$ cat src/rtl/bcd_display_pkg.sv
// rtl/bcd_display_pkg.sv - seven-segment pattern constants and BCD decode function
package bcd_display_pkg;

    // Active-high segment patterns, bit0=a ... bit6=g
    localparam logic [6:0] SEG_0    = 7'h3F;
    localparam logic [6:0] SEG_1    = 7'h06;
    localparam logic [6:0] SEG_2    = 7'h5B;
    localparam logic [6:0] SEG_3    = 7'h4F;
    localparam logic [6:0] SEG_4    = 7'h66;
    localparam logic [6:0] SEG_5    = 7'h6D;
    localparam logic [6:0] SEG_6    = 7'h7D;
    localparam logic [6:0] SEG_7    = 7'h07;
    localparam logic [6:0] SEG_8    = 7'h7F;
    localparam logic [6:0] SEG_9    = 7'h6F;
    localparam logic [6:0] SEG_DASH = 7'h40;

    // Codes 10..15 are not BCD and render as a dash
    function automatic logic [6:0] bcd_to_seg(input logic [3:0] bcd);
        case (bcd)
            4'd0:    return SEG_0;
            4'd1:    return SEG_1;
            4'd2:    return SEG_2;
            4'd3:    return SEG_3;
            4'd4:    return SEG_4;
            4'd5:    return SEG_5;
            4'd6:    return SEG_6;
            4'd7:    return SEG_7;
            4'd8:    return SEG_8;
            4'd9:    return SEG_9;
            default: return SEG_DASH;
        endcase
    endfunction

endpackage

$ cat src/rtl/bcd_display_mux_if.sv
// rtl/bcd_display_mux_if.sv - digit inputs and display pin outputs of the scan driver
interface bcd_display_mux_if #(
    parameter int NUM_DIGITS = 4
);
    logic [4*NUM_DIGITS-1:0] digits;
    logic [NUM_DIGITS-1:0]   dp_mask;
    logic [6:0]              seg;
    logic                    dp;
    logic [NUM_DIGITS-1:0]   digit_sel;
    logic                    frame_tick;

    modport master (
        output digits, dp_mask,
        input  seg, dp, digit_sel, frame_tick
    );

    modport slave (
        input  digits, dp_mask,
        output seg, dp, digit_sel, frame_tick
    );
endinterface

$ cat src/rtl/bcd_seg_decoder.sv
// rtl/bcd_seg_decoder.sv - combinational BCD to active-high seven-segment decoder
module bcd_seg_decoder
    import bcd_display_pkg::*;
(
    input  logic [3:0] bcd,
    output logic [6:0] seg
);

    assign seg = bcd_to_seg(bcd);

endmodule

$ cat src/rtl/bcd_display_mux.sv
// rtl/bcd_display_mux.sv - frame-coherent multiplexed seven-segment scanner (option: BCD_DISPLAY_LZB_EN)
module bcd_display_mux
    import bcd_display_pkg::*;
#(
    parameter int NUM_DIGITS     = 4,
    parameter int SCAN_DIV       = 1000,
    parameter int GUARD_CLKS     = 1,
    parameter bit SEG_ACTIVE_LOW = 1'b0,
    parameter bit SEL_ACTIVE_LOW = 1'b0
) (
    input  logic              sys_clk,
    input  logic              sys_reset,
    bcd_display_mux_if.slave  bus
);

    localparam int PRE_W = (SCAN_DIV > 2) ? $clog2(SCAN_DIV) : 1;
    localparam int IDX_W = (NUM_DIGITS > 1) ? $clog2(NUM_DIGITS) : 1;

    localparam logic [6:0]            SEG_INV = {7{SEG_ACTIVE_LOW}};
    localparam logic [NUM_DIGITS-1:0] SEL_INV = {NUM_DIGITS{SEL_ACTIVE_LOW}};

    logic [PRE_W-1:0]        pre;
    logic [IDX_W-1:0]        idx;
    logic [4*NUM_DIGITS-1:0] digits_snap;
    logic [NUM_DIGITS-1:0]   dp_snap;

    logic                    pre_last;
    logic                    idx_last;
    logic                    snap_now;
    logic                    guard;
    logic [4*NUM_DIGITS-1:0] digits_eff;
    logic [NUM_DIGITS-1:0]   dp_eff;
    logic [NUM_DIGITS-1:0]   blank_vec;

    logic [3:0]              cur_bcd;
    logic                    cur_dp;
    logic                    cur_blank;
    logic [NUM_DIGITS-1:0]   cur_onehot;
    logic [6:0]              cur_seg;

    logic [6:0]              seg_q;
    logic                    dp_q;
    logic [NUM_DIGITS-1:0]   sel_q;
    logic                    frame_tick_q;

    assign pre_last = (pre == PRE_W'(SCAN_DIV - 1));
    assign idx_last = (idx == IDX_W'(NUM_DIGITS - 1));
    assign snap_now = (pre == '0) && (idx == '0);
    assign guard    = (pre < PRE_W'(GUARD_CLKS));

    // On the snapshot clock the frame registers are still being loaded, so
    // the guard cycle of digit 0 looks straight at the inputs being captured.
    assign digits_eff = snap_now ? bus.digits  : digits_snap;
    assign dp_eff     = snap_now ? bus.dp_mask : dp_snap;

`ifdef BCD_DISPLAY_LZB_EN
    logic zero_run;

    // Blank a digit when it and everything above it is zero, unless its dp is requested
    always_comb begin
        zero_run  = 1'b1;
        blank_vec = '0;
        for (int i = NUM_DIGITS - 1; i >= 1; i--) begin
            zero_run     = zero_run & (digits_eff[4*i +: 4] == 4'd0);
            blank_vec[i] = zero_run & ~dp_eff[i];
        end
    end
`else
    assign blank_vec = '0;
`endif

    // Select the digit currently being scanned
    always_comb begin
        cur_bcd    = 4'd0;
        cur_dp     = 1'b0;
        cur_blank  = 1'b0;
        cur_onehot = '0;
        for (int i = 0; i < NUM_DIGITS; i++) begin
            if (idx == IDX_W'(i)) begin
                cur_bcd       = digits_eff[4*i +: 4];
                cur_dp        = dp_eff[i];
                cur_blank     = blank_vec[i];
                cur_onehot[i] = 1'b1;
            end
        end
    end

    bcd_seg_decoder u_dec (
        .bcd (cur_bcd),
        .seg (cur_seg)
    );

    // Prescaler and digit index scan counters
    always_ff @(posedge sys_clk or posedge sys_reset) begin
        if (sys_reset) begin
            pre <= '0;
            idx <= '0;
        end else if (pre_last) begin
            pre <= '0;
            idx <= idx_last ? '0 : idx + 1'b1;
        end else begin
            pre <= pre + 1'b1;
        end
    end

    // Capture the whole frame at the start of digit 0's slot
    always_ff @(posedge sys_clk or posedge sys_reset) begin
        if (sys_reset) begin
            digits_snap <= '0;
            dp_snap     <= '0;
        end else if (snap_now) begin
            digits_snap <= bus.digits;
            dp_snap     <= bus.dp_mask;
        end
    end

    // Registered pin drivers with polarity applied last
    always_ff @(posedge sys_clk or posedge sys_reset) begin
        if (sys_reset) begin
            seg_q        <= SEG_INV;
            dp_q         <= SEG_ACTIVE_LOW;
            sel_q        <= SEL_INV;
            frame_tick_q <= 1'b0;
        end else begin
            seg_q        <= (cur_blank ? 7'h00 : cur_seg) ^ SEG_INV;
            dp_q         <= (cur_dp & ~cur_blank) ^ SEG_ACTIVE_LOW;
            sel_q        <= ((guard | cur_blank) ? '0 : cur_onehot) ^ SEL_INV;
            frame_tick_q <= snap_now;
        end
    end

    assign bus.seg        = seg_q;
    assign bus.dp         = dp_q;
    assign bus.digit_sel  = sel_q;
    assign bus.frame_tick = frame_tick_q;

endmodule

$ cat src/flat_wrapper.sv
// flat-port wrapper written by rule: the top's interface ports become plain ports
module bcd_display_mux_flat import bcd_display_pkg::*;
#(
    parameter int NUM_DIGITS     = 4,
    parameter int SCAN_DIV       = 1000,
    parameter int GUARD_CLKS     = 1,
    parameter bit SEG_ACTIVE_LOW = 1'b0,
    parameter bit SEL_ACTIVE_LOW = 1'b0
)
  (sys_clk, sys_reset, bus_digits, bus_dp_mask, bus_seg, bus_dp, bus_digit_sel, bus_frame_tick);
  bcd_display_mux_if #(.NUM_DIGITS(NUM_DIGITS)) bus_i ();
  input  logic sys_clk;
  input  logic sys_reset;
  input wire logic [$bits(bus_i.digits)-1:0] bus_digits;
  input wire logic [$bits(bus_i.dp_mask)-1:0] bus_dp_mask;
  output wire logic [$bits(bus_i.seg)-1:0] bus_seg;
  output wire logic [$bits(bus_i.dp)-1:0] bus_dp;
  output wire logic [$bits(bus_i.digit_sel)-1:0] bus_digit_sel;
  output wire logic [$bits(bus_i.frame_tick)-1:0] bus_frame_tick;
  assign bus_i.digits = bus_digits;
  assign bus_i.dp_mask = bus_dp_mask;
  assign bus_seg = bus_i.seg;
  assign bus_dp = bus_i.dp;
  assign bus_digit_sel = bus_i.digit_sel;
  assign bus_frame_tick = bus_i.frame_tick;
  bcd_display_mux #(.NUM_DIGITS(NUM_DIGITS), .SCAN_DIV(SCAN_DIV), .GUARD_CLKS(GUARD_CLKS), .SEG_ACTIVE_LOW(SEG_ACTIVE_LOW), .SEL_ACTIVE_LOW(SEL_ACTIVE_LOW)) u_core (.sys_clk(sys_clk), .sys_reset(sys_reset), .bus(bus_i));
endmodule
$ cat config.mk
export PLATFORM = sky130hd
export DESIGN_NAME = bcd_display_mux_flat
export DESIGN_NICKNAME = d
export VERILOG_FILES = /design/src/rtl/bcd_display_pkg.sv /design/src/rtl/bcd_display_mux_if.sv /design/src/rtl/bcd_seg_decoder.sv /design/src/rtl/bcd_display_mux.sv /design/src/flat_wrapper.sv
export SDC_FILE = /design/constraint.sdc
export NUM_CORES = 1
export LEC_CHECK = 0
export BUFFER_PORTS_ARGS = -buffer_cell sky130_fd_sc_hd__buf_2
export CAP_MARGIN = 30
export CORE_ASPECT_RATIO = 1.4
export CORE_UTILIZATION = 50
export DETAILED_ROUTE_END_ITERATION = 10
export GPL_ROUTABILITY_DRIVEN = 0
export PLACE_DENSITY = 0.85
export SETUP_SLACK_MARGIN = 0.4
export SLEW_MARGIN = 20
export SYNTH_ARGS = -nofsm -noshare
export SYNTH_HDL_FRONTEND = slang
export SYNTH_SLANG_ARGS = --single-unit
$ cat constraint.sdc
create_clock -name sys_clk -period 2.6 [get_ports sys_clk]
set_input_delay 0.26 -clock sys_clk [delete_from_list [all_inputs] [get_ports sys_clk]]
set_output_delay 0.26 -clock sys_clk [all_outputs]
set_load 0.02 [all_outputs]
==> metrics.yaml, run 1 <==
global_route:
  grt_overflow: 0
  antenna_found_initial: 0
  grt_pass1_vias: 1530
  grt_max_degree: 23
  grt_pass1_wl_um: 6630
  grt_use_total: 0.1899
clock_network:
  clk_path_buf_depth: 2
  cts_buffers: 5
  cts_num_sinks: 45
  cts_root_buffer: "clkbuf_8"
  cts_tree: "built"
  cts.htree.levels: 2
  insertion_delay_ns: 0.29
  clk_pin_slew_ns: 0.08
place:
  port_buffers: 34
  dp.final_hpwl_um: 3072
detailed_routing:
  via_per_inst: 5.375
  dr.pass1.iters: 10
  drt_wl_total_um: 4545
  dr_total_vias: 1591
  drtAntennaViolNets: 0
  drcViolationCount: 5
  routedWlPerCell_um: 15.35
  initialDrtViolationCount: 64
worst_setup_path:
  cp-end-kind: "flop"
  r2r_setup_slack_ns: 0.002
  critPathMaxStageDelay_ns: 0.42
  cp_max_fo: 7
  r2r_end: "u_core.bus.seg[4]"
  reg2reg_depth: 12
  cp.depth: 12
  crit_type: "flop to flop"
  crit_path_frequent_cell: "mux2_4"
  crit_start: "u_core.pre[9]"
  reg2reg_from: "u_core.pre[9]"
  cp_top_family: "multiplexers"
  cp-start-kind: "flop"
  crit_arrival_ns: 2.82
  cp_cell_sequence: "nor4_4, nand4_2, inv_4, buf_8, mux2_4, a22oi_2, a21oi_4, inv_2, ha_4, inv_1, mux2_4, o2bb2ai_2"
  critPathRequiredTime_ns: 2.82
  path_buf_inv: 4
  crit_slowest_cell: "dfrtp_1"
worst_hold_path:
  hp-class: "primary input to flop"
  holdPathEnd: "u_core.dp_snap[0]"
  holdPathStages: 3
  min_from: "bus_dp_mask[0]"
synth:
  yosys_warnings: 0
  syn_area_mm2: 0.002178
  synth_cell_types: 42
  avgSynthCellArea_um2: 11.71
  synthArstFlopShare: 1.000
  synth_edf_count: 0
  syn_nets: 221
  synthFlopType: "dfrtp_1"
  ys_seq_area_frac: 0.5169
  synthesis.instances: 186
  yosys_register_bits: 45
finish:
  diodes: 0
  fin_nets: 285
  area.growth.synth_to_final_pct: 29.93
  final_cell_mix: "dfrtp_1, buf_2, buf_4"
  layout_commonest_cell: "dfrtp_1"
  post_route_cells_drive_above_1_share: 0.4064
  fin_util: 0.6732
die:
  io_pins: 35
  die_h_um: 80.10
  die_area_mm2: 0.004629
  start_util: 0.5182
  coreArea_mm2: 0.004204
  rows: 28
  dieWidth_um: 57.79
timing:
  hold_violations: 0
  max_slew_margin: 0.6700
  slew_viol_final: 0
  max_freq_mhz: 384.9
  period_share: 0.9994
  setup_viol: 0
  fin_tns_setup_ns: 0
  period_minus_slack_ns: 2.598
  grt_setup_unrepaired: "true"
  finalClockSkew_ns: 0.007016
  worst_slew_pin_slew_ns: 0.4934
run_status:
  status: "complete, but fails checks"
  violations: "design-rule violations"
job:
  cap_viol_max_count: 0
pwr:
  p_per_area_mw_per_mm2: 453.3
  irDropWorstVdd_mv: 0.3390
  p_leak_nw: 1.376
worst reg2reg max path, cell delays in order, from the launching register on:
cell       delay [ns]
dfrtp_1          0.42
nor4_4           0.32
nand4_2          0.18
inv_4            0.13
buf_8            0.13
mux2_4           0.31
a22oi_2          0.24
a21oi_4          0.10
inv_2            0.12
ha_4             0.14
inv_1            0.03
mux2_4           0.26
o2bb2ai_2        0.14
flip-flops by register name, summed over array words and instances, names as in the netlist:
signal / count
u_core.bus.digit_sel: 4
u_core.bus.dp: 1
u_core.bus.frame_tick: 1
u_core.bus.seg: 7
u_core.digits_snap: 16
u_core.dp_snap: 4
u_core.idx: 2
u_core.pre: 10
layout make-up:
class,count,area [µm²]
Clock buffer,6,72.57
Clock inverter,2,10.01
Fill cell,302,1374
Inverter,19,73.82
Multi-Input combinational cell,118,1089
Sequential cell,45,1126
Tap cell,45,56.30
Timing Repair Buffer,61,402.9
report_power, final:
part	switching, mW	internal, mW	total [mW]	leakage [nW]
sequential	0.00776	0.725	0.732	0.545
clock	0.216	0.186	0.402	0.0450
combinational	0.0805	0.0681	0.149	0.786
total	0.304	0.979	1.28	1.38
worst max path at each step:
stage / to / slack (ns)
after floorplan: u_core.bus.seg[4] / 0.13
after global placement: u_core.bus.seg[3] / 0.09
after detailed placement: u_core.bus.seg[4] / 0.01
after CTS: u_core.bus.seg[4] / 0.10
after global routing: u_core.bus.seg[4] / -0.10
final: u_core.bus.seg[4] / 0.002
layer usage:
layer  GRT usage  wire, µm  vias up
li1            -         -      759
met1      0.2156      1826      770
met2      0.3442      2477       54
met3     0.04026       164        8
met4     0.07143        76        0
met5           0         0        -
per-stage QoR:
stage                     hold WS [ns]  setup WS, ns  instances  cell area (µm²)  power [mW]
final                           0.1917      0.001595        296             2830       1.283
after global routing            0.1966       -0.1006        296             2830       1.341
after CTS                       0.1836        0.1049        286             2705       1.280
after detailed placement        0.2251       0.01475        274             2569      0.8773
after global placement          0.4371       0.09056        273             2541      0.8675
after floorplan                 0.3855        0.1311        186             2255      0.8259
logic make-up (layout without fill, tap and decap cells):
kind of cell | Yosys count | count (layout) | synth area share
AOI/OAI and AO/OA | 25 | 25 | 0.09938
and+or+nand+nor | 53 | 53 | 0.1321
xor gates and xnor gates | 7 | 7 | 0.02815
muxes | 20 | 20 | 0.1034
buffers and inverters | 23 | 88 | 0.04537
adders and majority gates | 13 | 13 | 0.07467
DFF | 45 | 45 | 0.5169
cell usage after synthesis (all sizes together), types with 2 or more instances:
cell type | instances | area, µm²
nand3 | 7 | 35.03
dfrtp | 45 | 1126
nor4 | 2 | 42.54
a221oi | 4 | 47.55
xnor2 | 3 | 26.28
xor2 | 4 | 35.03
o2bb2ai | 2 | 17.52
nand4 | 2 | 18.77
nor2b | 3 | 18.77
clkbuf | 2 | 7.510
or2 | 2 | 12.52
buf | 2 | 18.77
mux2i | 9 | 90.09
nor3 | 3 | 20.02
mux2 | 11 | 135.1
and2 | 3 | 18.77
inv | 18 | 67.56
a21oi | 3 | 26.28
nor2 | 12 | 45.04
o21ai | 5 | 25.02
a22o | 2 | 17.52
o22ai | 2 | 12.51
nand2 | 17 | 63.81
ha | 13 | 162.7
a22oi | 2 | 20.02
repair_timing:
| item | in CTS | in global routing |
|---|---|---|
| hold buffers | 1 | 0 |
| buffers inserted | 3 | 10 |
| endpoints found under the hold margin | 9 | 0 |
| setup endpoints to repair | 7 | 7 |
| resized for setup | 4 | 7 |
| pin swaps | 2 | 6 |
Power figures use the tool's default switching activity.
==> inputs of run 2 (changes only) <==
CELL_PAD_IN_SITES_DETAIL_PLACEMENT = 0   (was default)
CELL_PAD_IN_SITES_GLOBAL_PLACEMENT = 2   (was default)
CORE_UTILIZATION = 33   (was 50)
PLACE_DENSITY = 0.84   (was 0.85)
REMOVE_ABC_BUFFERS = 1   (was default)
==> metrics.yaml, run 2 (synthesized netlist as in run 1, its figures left out) <==
die:
  coreArea_mm2: 0.006296  # was 0.004204 mm²
  die_h_um: 98.13  # was 80.10 µm
  io_pins: 35  # unchanged
  start_util: 0.3460  # was 0.5182
  rows: 34  # was 28
  dieWidth_um: 70.67  # was 57.79 µm
  die_area_mm2: 0.006934  # was 0.004629 mm²
timing:
  slew_viol_final: 0  # unchanged
  worst_slew_pin_slew_ns: 0.5650  # was 0.4934 ns
  holdWs_ns: 0.1813  # was 0.1917 ns
  fin_tns_setup_ns: 0  # unchanged
  period_share: 0.9588  # was 0.9994
  max_slew_margin: 0.6125  # was 0.6700
  max_freq_mhz: 401.1  # was 384.9 MHz
  setup_viol: 0  # unchanged
  hold_violations: 0  # unchanged
  grt_setup_unrepaired: "true"  # unchanged
  period_minus_slack_ns: 2.493  # was 2.598 ns
  finalClockSkew_ns: 0.007583  # was 0.007016 ns
worst_setup_path:
  cp-end-kind: "flop"  # unchanged
  cp_max_fo: 6  # was 7
  cp-start-kind: "flop"  # unchanged
  crit_slowest_cell: "dfrtp_1"  # unchanged
  critPathMaxStageDelay_ns: 0.42  # about the same
  cp_top_family: "compound AO/OA/AOI/OAI gates"  # was multiplexers
  path_buf_inv: 4  # unchanged
  cp_cell_sequence: "nor4_4, nand4_2, clkinv_4, buf_6, mux2i_2, a22o_1, a21oi_4, inv_2, ha_4, buf_4, mux2i_1, o22ai_1"  # was nor4_4, nand4_2, inv_4, buf_8, mux2_4, a22oi_2, a21oi_4, inv_2, ha_4, inv_1, mux2_4, o2bb2ai_2
  crit_arrival_ns: 2.66  # was 2.82 ns
  crit_type: "flop to flop"  # unchanged
  critPathRequiredTime_ns: 2.77  # was 2.82 ns
finish:
  regMostFlops: "u_core.digits_snap"  # unchanged
  fin_nets: 293  # was 285
  largest_reg_flops: 16  # unchanged
  area.growth.synth_to_final_pct: 33.83  # was 29.93%
  diodes: 0  # unchanged
  final_cell_mix: "dfrtp_1, buf_2, buf_4"  # unchanged
  layout_commonest_cell: "dfrtp_1"  # unchanged
  post_route_cells_drive_above_1_share: 0.4208  # was 0.4064
  fin_area_mm2: 0.002915  # was 0.002830 mm²
global_route:
  grt_pass1_wl_um: 7431  # was 6630 µm
  antenna_found_initial: 0  # unchanged
  grt_use_total: 0.1393  # was 0.1899
  grt_max_degree: 21  # was 23
  grt_overflow: 0  # unchanged
  grt_pass1_vias: 1579  # was 1530
clock_network:
  cts.htree.levels: 2  # unchanged
  cts_root_buffer: "clkbuf_8"  # unchanged
  cts_num_sinks: 45  # unchanged
  clk_pin_slew_ns: 0.08  # about the same
  clk_path_buf_depth: 2  # unchanged
  insertion_delay_ns: 0.30  # was 0.29 ns
  cts_buffers: 5  # unchanged
  cts_tree: "built"  # unchanged
pwr:
  p_leak_nw: 1.417  # was 1.376 nW
  irDropWorstVdd_mv: 0.1899  # was 0.3390 mV
  finalPower_mw: 1.300  # was 1.283 mW
  p_per_area_mw_per_mm2: 445.9  # was 453.3 mW/mm²
place:
  dpl_cell_area_mm2: 0.002597  # was 0.002569 mm²
  port_buffers: 34  # unchanged
  dp.final_hpwl_um: 3144  # was 3072 µm
detailed_routing:
  routedWlPerCell_um: 13.71  # was 15.35 µm
  drt_wl_total_um: 4539  # was 4545 µm
  initialDrtViolationCount: 67  # was 64
  dr.pass1.iters: 7  # was 10
  dr_total_vias: 1549  # was 1591
  via_per_inst: 4.680  # was 5.375
  drcViolationCount: 2  # was 5
  drtAntennaViolNets: 0  # unchanged
worst_hold_path:
  hp-class: "primary input to flop"  # unchanged
run_status:
  violations: "design-rule violations"  # unchanged
  status: "complete, but fails checks"  # unchanged
job:
  cap_viol_max_count: 0  # unchanged
[run 2: changes by cell type in the layout (fill, tap and decap cells not counted), moves of 2 or more]
cell    before  now
buf_4       24   27
mux2_4       8    6
buf_6        0    5
mux2_2       3    5
ha_1         9   11
[run 2: tightest hold or removal path, cell delays in order]
cell and delay (ns):
buf_2 0.07, nand2_1 0.04, nand2_1 0.07
[run 2: area by class of cell]
type / instances / area [µm²]
repair buffers: 68 / 466.7
multi-input cells: 119 / 1074
clock buffers: 6 / 72.57
well taps: 72 / 90.09
flip-flops and latches: 45 / 1126
inverters: 19 / 76.32
clock inverters: 2 / 10.01
fillers: 602 / 3381
[run 2: worst paths after layout]
kind	start	end	slack (ns)	cells after the start
max	u_core.pre[9]	u_core.bus.seg[5]	0.11	12
min	bus_dp_mask[1]	u_core.dp_snap[1]	0.18	3
max reg2reg	u_core.pre[9]	u_core.bus.seg[5]	0.11	12
min reg2reg	u_core.dp_snap[1]	u_core.dp_snap[1]	0.48	2
max in group asynchronous	sys_reset	u_core.bus.seg[0]	1.59	4
min in group asynchronous	sys_reset	u_core.bus.digit_sel[0]	0.45	3
[run 2: repair_timing]
item,in CTS,in global routing
setup endpoints to repair,7,7
buffers inserted,4,7
hold endpoints to repair,8,0
gates resized for setup,12,16
hold buffers,1,0
pin swaps,8,7
gates cloned,0,1
[run 2: per-layer routing]
layer  routed length (µm)  track usage  vias to the layer above  share of wire
met5                    0            0                        -              0
met3                  117      0.02890                        5          0.026
met4                   82      0.06000                        0          0.018
li1                     -            -                      775              -
met1                 1894       0.1650                      744           0.42
met2                 2444       0.2427                       25           0.54
[run 2: through the flow]
stage / util / instances / setup slack (ns)
floorplan: - / 182 / -0.3992
global placement: 0.4082 / 309 / -0.03066
detailed placement: 0.4126 / 310 / -0.04626
CTS: 0.4400 / 323 / 0.1184
global route: 0.4630 / 331 / -0.03719
finish: 0.4630 / 331 / 0.1071
[run 2: report_power, final]
group / total [mW] / switching [mW] / internal [mW]
clock network: 0.420 / 0.234 / 0.187
registers: 0.732 / 0.00737 / 0.724
logic: 0.148 / 0.0791 / 0.0691
